--- src/rtl/ball_step_sequencer.sv ---
// ball_step_sequencer: owns ball position, bricks, lives and score, and paces the ball datapath one step per game tick.
// Optional pause support is compiled in when the macro PAUSE_EN is defined.
module ball_step_sequencer #(
    parameter int TICK_DIV     = 833333,
    parameter int NUM_BRICKS   = 12,
    parameter int LIVES        = 3,
    parameter int START_Y      = 30,
    parameter int LOST_Y       = 0,
    parameter int STEP_TIMEOUT = 15
) (
    input  logic                  clk,
    input  logic                  resetn,
    input  logic                  start,
    input  logic                  pause,
    input  logic [9:0]            paddle_location,
    output logic                  step_req,
    input  logic                  step_done,
    input  logic [9:0]            next_x,
    input  logic [9:0]            next_y,
    input  logic                  hit_valid,
    input  logic [3:0]            hit_num,
    output logic [9:0]            ball_x,
    output logic [9:0]            ball_y,
    output logic [NUM_BRICKS-1:0] brick_status,
    output logic [1:0]            lives,
    output logic [3:0]            score,
    output logic [2:0]            state,
    output logic                  step_err
);

    localparam int TICK_W = $clog2(TICK_DIV);
    localparam int TO_W   = $clog2(STEP_TIMEOUT + 1);

    localparam logic [TICK_W-1:0] TICK_LAST = TICK_W'(TICK_DIV - 1);
    localparam logic [TO_W-1:0]   TO_LAST   = TO_W'(STEP_TIMEOUT - 1);
    localparam logic [9:0]        RESET_X   = 10'd320;
    localparam logic [9:0]        START_Y_W = 10'(START_Y);
    localparam logic [9:0]        LOST_Y_W  = 10'(LOST_Y);
    localparam logic [1:0]        LIVES_W   = 2'(LIVES);

    typedef enum logic [2:0] {
        IDLE   = 3'd0,
        SERVE  = 3'd1,
        PLAY   = 3'd2,
        WAIT   = 3'd3,
        OVER   = 3'd4,
        WIN    = 3'd5,
        PAUSED = 3'd6
    } state_t;

    state_t                  state_q, state_d;
    logic                    step_req_q, step_req_d;
    logic [9:0]              ball_x_q, ball_x_d;
    logic [9:0]              ball_y_q, ball_y_d;
    logic [NUM_BRICKS-1:0]   brick_status_q, brick_status_d;
    logic [1:0]              lives_q, lives_d;
    logic [3:0]              score_q, score_d;
    logic                    step_err_q, step_err_d;
    logic [TICK_W-1:0]       tick_cnt_q, tick_cnt_d;
    logic [TO_W-1:0]         wait_cnt_q, wait_cnt_d;

    logic                    tick;
    logic [NUM_BRICKS-1:0]   hit_mask;
    logic                    hit_any;
    logic [NUM_BRICKS-1:0]   status_after_hit;
    logic [3:0]              score_after_hit;
    logic [1:0]              lives_after_loss;
    logic                    ball_lost;

`ifndef PAUSE_EN
    logic pause_unused;
    assign pause_unused = pause;
`endif

    // Free-running tick; a tick that PLAY does not consume is simply lost.
    assign tick       = (tick_cnt_q == TICK_LAST);
    assign tick_cnt_d = tick ? '0 : tick_cnt_q + 1'b1;

    // One-hot brick clear: out-of-range indices and already-cleared bricks match nothing.
    generate
        for (genvar gi = 0; gi < NUM_BRICKS; gi++) begin : g_hit
            assign hit_mask[gi] = hit_valid && (int'(hit_num) == gi) && brick_status_q[gi];
        end
    endgenerate

    assign hit_any          = |hit_mask;
    assign status_after_hit = brick_status_q & ~hit_mask;
    assign score_after_hit  = (hit_any && score_q != 4'hF) ? score_q + 1'b1 : score_q;
    assign lives_after_loss = (lives_q != 2'd0) ? lives_q - 1'b1 : 2'd0;
    assign ball_lost        = (next_y <= LOST_Y_W);

    always_comb begin
        state_d        = state_q;
        step_req_d     = 1'b0;
        ball_x_d       = ball_x_q;
        ball_y_d       = ball_y_q;
        brick_status_d = brick_status_q;
        lives_d        = lives_q;
        score_d        = score_q;
        step_err_d     = step_err_q;
        wait_cnt_d     = wait_cnt_q;

        case (state_q)
            IDLE: begin
                ball_x_d       = RESET_X;
                ball_y_d       = START_Y_W;
                brick_status_d = '1;
                lives_d        = LIVES_W;
                score_d        = 4'd0;
                if (start) begin
                    state_d = SERVE;
                end
            end

            SERVE: begin
                ball_x_d = paddle_location;
                ball_y_d = START_Y_W;
                if (start) begin
                    state_d = PLAY;
                end
            end

            PLAY: begin
`ifdef PAUSE_EN
                if (pause) begin
                    state_d = PAUSED;
                end else
`endif
                if (tick) begin
                    state_d    = WAIT;
                    step_req_d = 1'b1;
                    wait_cnt_d = '0;
                end
            end

            WAIT: begin
                if (step_done) begin
                    ball_x_d       = next_x;
                    ball_y_d       = next_y;
                    brick_status_d = status_after_hit;
                    score_d        = score_after_hit;
                    if (status_after_hit == '0) begin
                        state_d = WIN;
                    end else if (ball_lost) begin
                        lives_d = lives_after_loss;
                        state_d = (lives_after_loss == 2'd0) ? OVER : SERVE;
                    end else begin
                        state_d = PLAY;
                    end
                end else if (wait_cnt_q == TO_LAST) begin
                    state_d    = PLAY;
                    step_err_d = 1'b1;
                end else begin
                    wait_cnt_d = wait_cnt_q + 1'b1;
                end
            end

            OVER, WIN: begin
                if (start) begin
                    state_d        = IDLE;
                    ball_x_d       = RESET_X;
                    ball_y_d       = START_Y_W;
                    brick_status_d = '1;
                    lives_d        = LIVES_W;
                    score_d        = 4'd0;
                end
            end

`ifdef PAUSE_EN
            PAUSED: begin
                if (pause) begin
                    state_d = PLAY;
                end
            end
`endif

            default: begin
                state_d = IDLE;
            end
        endcase
    end

    always_ff @(posedge clk or negedge resetn) begin
        if (!resetn) begin
            state_q        <= IDLE;
            step_req_q     <= 1'b0;
            ball_x_q       <= RESET_X;
            ball_y_q       <= START_Y_W;
            brick_status_q <= '1;
            lives_q        <= LIVES_W;
            score_q        <= 4'd0;
            step_err_q     <= 1'b0;
            tick_cnt_q     <= '0;
            wait_cnt_q     <= '0;
        end else begin
            state_q        <= state_d;
            step_req_q     <= step_req_d;
            ball_x_q       <= ball_x_d;
            ball_y_q       <= ball_y_d;
            brick_status_q <= brick_status_d;
            lives_q        <= lives_d;
            score_q        <= score_d;
            step_err_q     <= step_err_d;
            tick_cnt_q     <= tick_cnt_d;
            wait_cnt_q     <= wait_cnt_d;
        end
    end

    assign step_req     = step_req_q;
    assign ball_x       = ball_x_q;
    assign ball_y       = ball_y_q;
    assign brick_status = brick_status_q;
    assign lives        = lives_q;
    assign score        = score_q;
    assign state        = state_q;
    assign step_err     = step_err_q;

endmodule

--- config.mk ---
export PLATFORM = sky130hd
export DESIGN_NAME = ball_step_sequencer
export DESIGN_NICKNAME = d
export VERILOG_FILES = /design/src/rtl/ball_step_sequencer.sv
export SDC_FILE = /design/constraint.sdc
export NUM_CORES = 1
export LEC_CHECK = 0
export ABC_AREA = 0
export CORE_MARGIN = 4
export CORE_UTILIZATION = 50
export DETAILED_ROUTE_END_ITERATION = 12
export GPL_TIMING_DRIVEN = 0
export PLACE_DENSITY = 0.81
export SLEW_MARGIN = 20
export SYNTH_ARGS = -nofsm -noshare
export SYNTH_HDL_FRONTEND = slang
export SYNTH_SLANG_ARGS = --single-unit
--- constraint.sdc ---
create_clock -name clk -period 3.2 [get_ports clk]
set_input_delay 0.64 -clock clk [delete_from_list [all_inputs] [get_ports clk]]
set_output_delay 0.64 -clock clk [all_outputs]
set_load 0.05 [all_outputs]
Yosys cells after proc, flatten, opt, wreduce, memory -nomap -nowiden
Cells that the tools add are included.

$add $sub $neg: 4. Bitwise gates (word level): 3. Equality and inequality tests: 30. Reductions and logical operators: 45. Order comparisons: 1. Mux-type cells: 36.

Operator list (number): $mux 10 (4); $pmux 10 s4 (1); $eq 4x4->1 const B (9); $pmux 12 s3 (1); $pmux 10 s3 (1); $mux 3 (9); $logic_and 1x1->1 (25); $mux 12 (2); $mux 4 (6); $add 20x1->20 const B (1); $eq 20x20->1 const B (1); $mux 20 (1); $ne 2x2->1 const B (10); $pmux 3 s5 (1); $and 12x12->12 (1); $logic_not 12->1 (1); $not 12->12 (1); $pmux 4 s3 (1); $reduce_and 3->1 (4); $reduce_or 12->1 (1); $le 10x1->1 const B (1); $mux 2 (5); $reduce_and 5->1 (2); $add 4x1->4 const B (2); 20 further kinds (28).

Input bits: 40. Flip-flop bits (word level): 67.

Longest topological paths before layout
Word-level depth: 9. Depth in mapped cells: 8. Gate-level depth less buffers: 7.

Least setup slack after synthesis
No wires, ideal clock.

Kind: input to register. Start: in hit_num[2]. End: reg lives_q[0], in the netlist lives[0]. Slack: 1.088 ns. Arrival: 2.027 ns. Stages on the path: 8. Buffers on the path: 2. Data required time: 3.115 ns. Cell sequence: buf_6 > buf_6 > nor4_2 > nor3_1 > a2111oi_2 > nand4_2 > a41oi_1 > o2bb2ai_1.

Cells in the longest elaborated chain, start to end: 8. Elaborated cells between the ends (all ways): 41. Those cells by class: 12 x eq/ne; 2 x bitwise; 27 x reduce/logical.

Ends and longest elaborated chain: from (decl) (line 21) `input logic [3:0] hit_num,`; $eq 4x2->1 (tied with other cells) (line 82) `assign hit_mask[gi] = hit_valid && (int'(hit_num) == gi) && brick_status_q[gi];`; $logic_and 1x1->1 (2 in series) (line 82); $not 12->12 (*) (line 87) `assign status_after_hit = brick_status_q & ~hit_mask;`; $and 12x12->12 (*) (line 87); $logic_not 12->1 (*) (line 142) `if (status_after_hit == '0) begin`; $ne 2x2->1 (no line) (*); $reduce_and 5->1 (no line) (*); to (signal assigned) (line 201) `lives_q <= lives_d;`; to (decl) (line 56) `logic [1:0] lives_q, lives_d;`.

Mark *: on every way between the ends. The rest lies on a longest branch, timed or not. A chain may end at the register's enable or synchronous reset.

Final worst setup path
Start: in hit_num[0]. End: reg lives_q[0], in the netlist lives[0].

Same word-level chain as after synthesis.

==> results.ini <==
[logic_synthesis]
ys_async_sr_fraction=1.000
synth_edf_count=0
synth_area_sq_um=3551
ys.flop_type=dfrtp_1
synth_seq_cells=67
yosysUniqueCellTypes=65
syn_area_per_cell_sq_um=10.09
ys_seq_area_frac=0.4792
syn_nets=397
yosysWarnings=0
synthCells=352

[layout]
drive_gt1_frac=0.1381
final_area_sq_um=4725
areaGrowthSynthToFinish_pct=33.05
final_util=0.6916
final_cell_mix=clkdlybuf4s50_1 (79), dfrtp_1 (47), nand2_1 (42), nor2_1 (30), dfstp_2 (20)
layout_commonest_cell=clkdlybuf4s50_1
final_nets=489
stdcell_count=545
antennaDiodeCount=0

[critical_path]
crit_start=hit_num[0]
worst_setup_path_start_kind=input pin
cp_data_required_time_ns=3.45
arrival_ns=2.81
r2r-start=state[2]
critical_path.endpoint_type=register
critical_path_class=in2reg
path_max_fanout=10

[sta]
hold_viol_final=0
fmaxAchievable_ghz=0.3913
clock_skew_ns=0.008874
fin_crit_ns=2.555
fin_ws_ns=0.6447
slew_violations=0
slew_headroom=0.5647
timing.final.crit_share=0.7985
rsz0062_at_grt=no
tightest_slew_ns=0.6530
setup_violations=0

[clock_network]
cts.repair.resized=0
clk_pin_slew_worst_paths_ns=0.08
cts_buffers=9
cts_buffer_depth=2
postCtsHoldBufs=0
cts_tree=yes
cts_root_buffer=clkbuf_8
clk_latency_ns=0.33
postCtsSetupBuffers=0
htreeDepth=3
cts_sinks=67

[drt]
first_pass_iters=4
drc=0
highest_layer=met4
met1_length_microns=4003
drtAntennaViolNets=0
routed_wl_microns=8854
met2WireLength_microns=4331
drt-initial-drc-count=110
wl_per_cell_microns=16.25
avgViaCountPerCell=5.541
via_count=3020
wl_met3_microns=401

[global_route]
grt_antenna_before_repair=0
grt_pass1_vias=3043
grt_max_degree=49
grt.overflow.total=0
grt_pass1_wl_microns=15000
track_usage=0.2192

[power]
intPower_mw=2.023
power_frac_clock=0.231
p_sw_frac=0.4140
vdd_drop_max_mv=0.4367
p_per_area_nw_per_um2=730.7
leakagePower_nw=2.000
power_mw=3.452
power_switching_mw=1.429
p_seq_frac=0.338
combinationalPowerShare=0.431

[outcome]
outcome=finished clean

[worst_hold_path]
hp-class=in2async

[placement]
placed_area_sq_um=4497
io_buffers=80
place_ws_ns=0.3533
hpwl_microns=6590
place_congestion=0.8958
placed_cells=529

[floorplanning]
fp.dieW_microns=92.27
core-area_sq_um=6832
initial_core_util=0.5198
io_pins=83
die-height_microns=92.27
rows=30
die-area_sq_um=8514

[flow_run]
cap_violations=0

[sequential cells by signal, indices dropped and copies added (netlist names)]
name and count:
lives 2, ball_y 10, brick_status 12, step_req 1, state 3, step_err 1, ball_x 10, tick_cnt_q 20
score 4, wait_cnt_q 4
[logic make-up (layout without fill, tap and decap cells)]
| kind of cell | Yosys count | count (layout) | synth area share |
|---|---|---|---|
| mux | 16 | 16 | 0.05074 |
| simple gates | 146 | 146 | 0.2234 |
| xor+xnor | 19 | 19 | 0.04686 |
| buf+inv | 27 | 124 | 0.03700 |
| flops | 67 | 67 | 0.4792 |
| fa+ha+maj | 5 | 5 | 0.01762 |
| compound gates | 72 | 72 | 0.1452 |
[final timing paths]
check                                   to  slack [ns]  depth (start not counted)
setup / recovery                  lives[0]        0.64                          7
hold / removal                   ball_x[1]        0.18                          1
setup reg to reg             wait_cnt_q[3]        1.08                          7
hold reg to reg                   step_err        0.48                          1
max in group asynchronous  brick_status[6]        2.43                          2
min in group clk                  step_err        0.48                          1
[stage by stage]
step                      hold WS, ns  setup TNS [ns]
after floorplan                0.3444               0
after global placement         0.4528          -29.48
after detailed placement       0.4555               0
after CTS                      0.1767               0
after global routing           0.1751               0
final                          0.1821               0
[critical path, cell delays in order]
cell	delay (ns)
clkdlybuf4s50_1	0.50
clkbuf_1	0.37
nand3_1	0.25
a2111oi_2	0.44
nand4_2	0.25
a41oi_1	0.26
o2bb2ai_1	0.09
[Yosys cell counts (2+ instances only)]
cell type	number	share of area
a21o_1	2	0.0042
a21oi_1	6	0.0085
a22o_1	7	0.017
a31oi_1	3	0.0053
a41oi_1	2	0.0049
and2_1	2	0.0035
and3_1	4	0.0070
and4_1	4	0.0099
and4b_1	2	0.0056
buf_1	2	0.0021
buf_2	3	0.0042
buf_6	3	0.0095
clkbuf_1	7	0.0074
dfrtp_1	47	0.33
dfstp_2	20	0.15
ha_1	5	0.018
inv_1	11	0.012
mux2_2	2	0.0063
mux2i_1	12	0.034
nand2_1	42	0.044
nand2b_1	6	0.011
nand3_1	17	0.024
nand4_1	5	0.0088
nand4b_1	2	0.0049
nor2_1	30	0.032
nor2b_1	3	0.0053
nor3_1	6	0.0085
nor4_1	4	0.0070
o211ai_1	2	0.0042
o21ai_0	15	0.021
o21ai_1	6	0.0085
o22a_1	4	0.0099
o31ai_1	11	0.023
o32ai_1	2	0.0049
or2_2	2	0.0035
or3_1	5	0.0088
xnor2_1	5	0.012
xor2_1	14	0.035
[cell type report]
cell class / count / area [sq um]
Fill cell: 528 / 2107
Sequential cell: 67 / 1702
Tap cell: 96 / 120.1
Multi-Input combinational cell: 258 / 1718
Clock inverter: 4 / 72.57
Timing Repair Buffer: 81 / 825.8
Buffer: 16 / 90.09
Clock buffer: 12 / 155.1
Inverter: 11 / 41.29
[per-layer routing]
metal / vias to the layer above / GRT usage
met5: - / 0
met4: 0 / 0.06807
met3: 12 / 0.04102
met2: 76 / 0.3619
met1: 1479 / 0.2923
li1: 1453 / -
[power by group through the flow]
stage	logic (mW)	clock network (mW)	registers [mW]
6_report	1.49	0.798	1.17
5_1_grt	1.57	0.855	1.19
4_1_cts	1.50	0.817	1.16
3_5_place_dp	1.49	0	1.18
3_3_place_gp	1.46	0	1.17
2_1_floorplan	0.503	0	1.65
No activity file was read; power rests on OpenSTA's default activity.
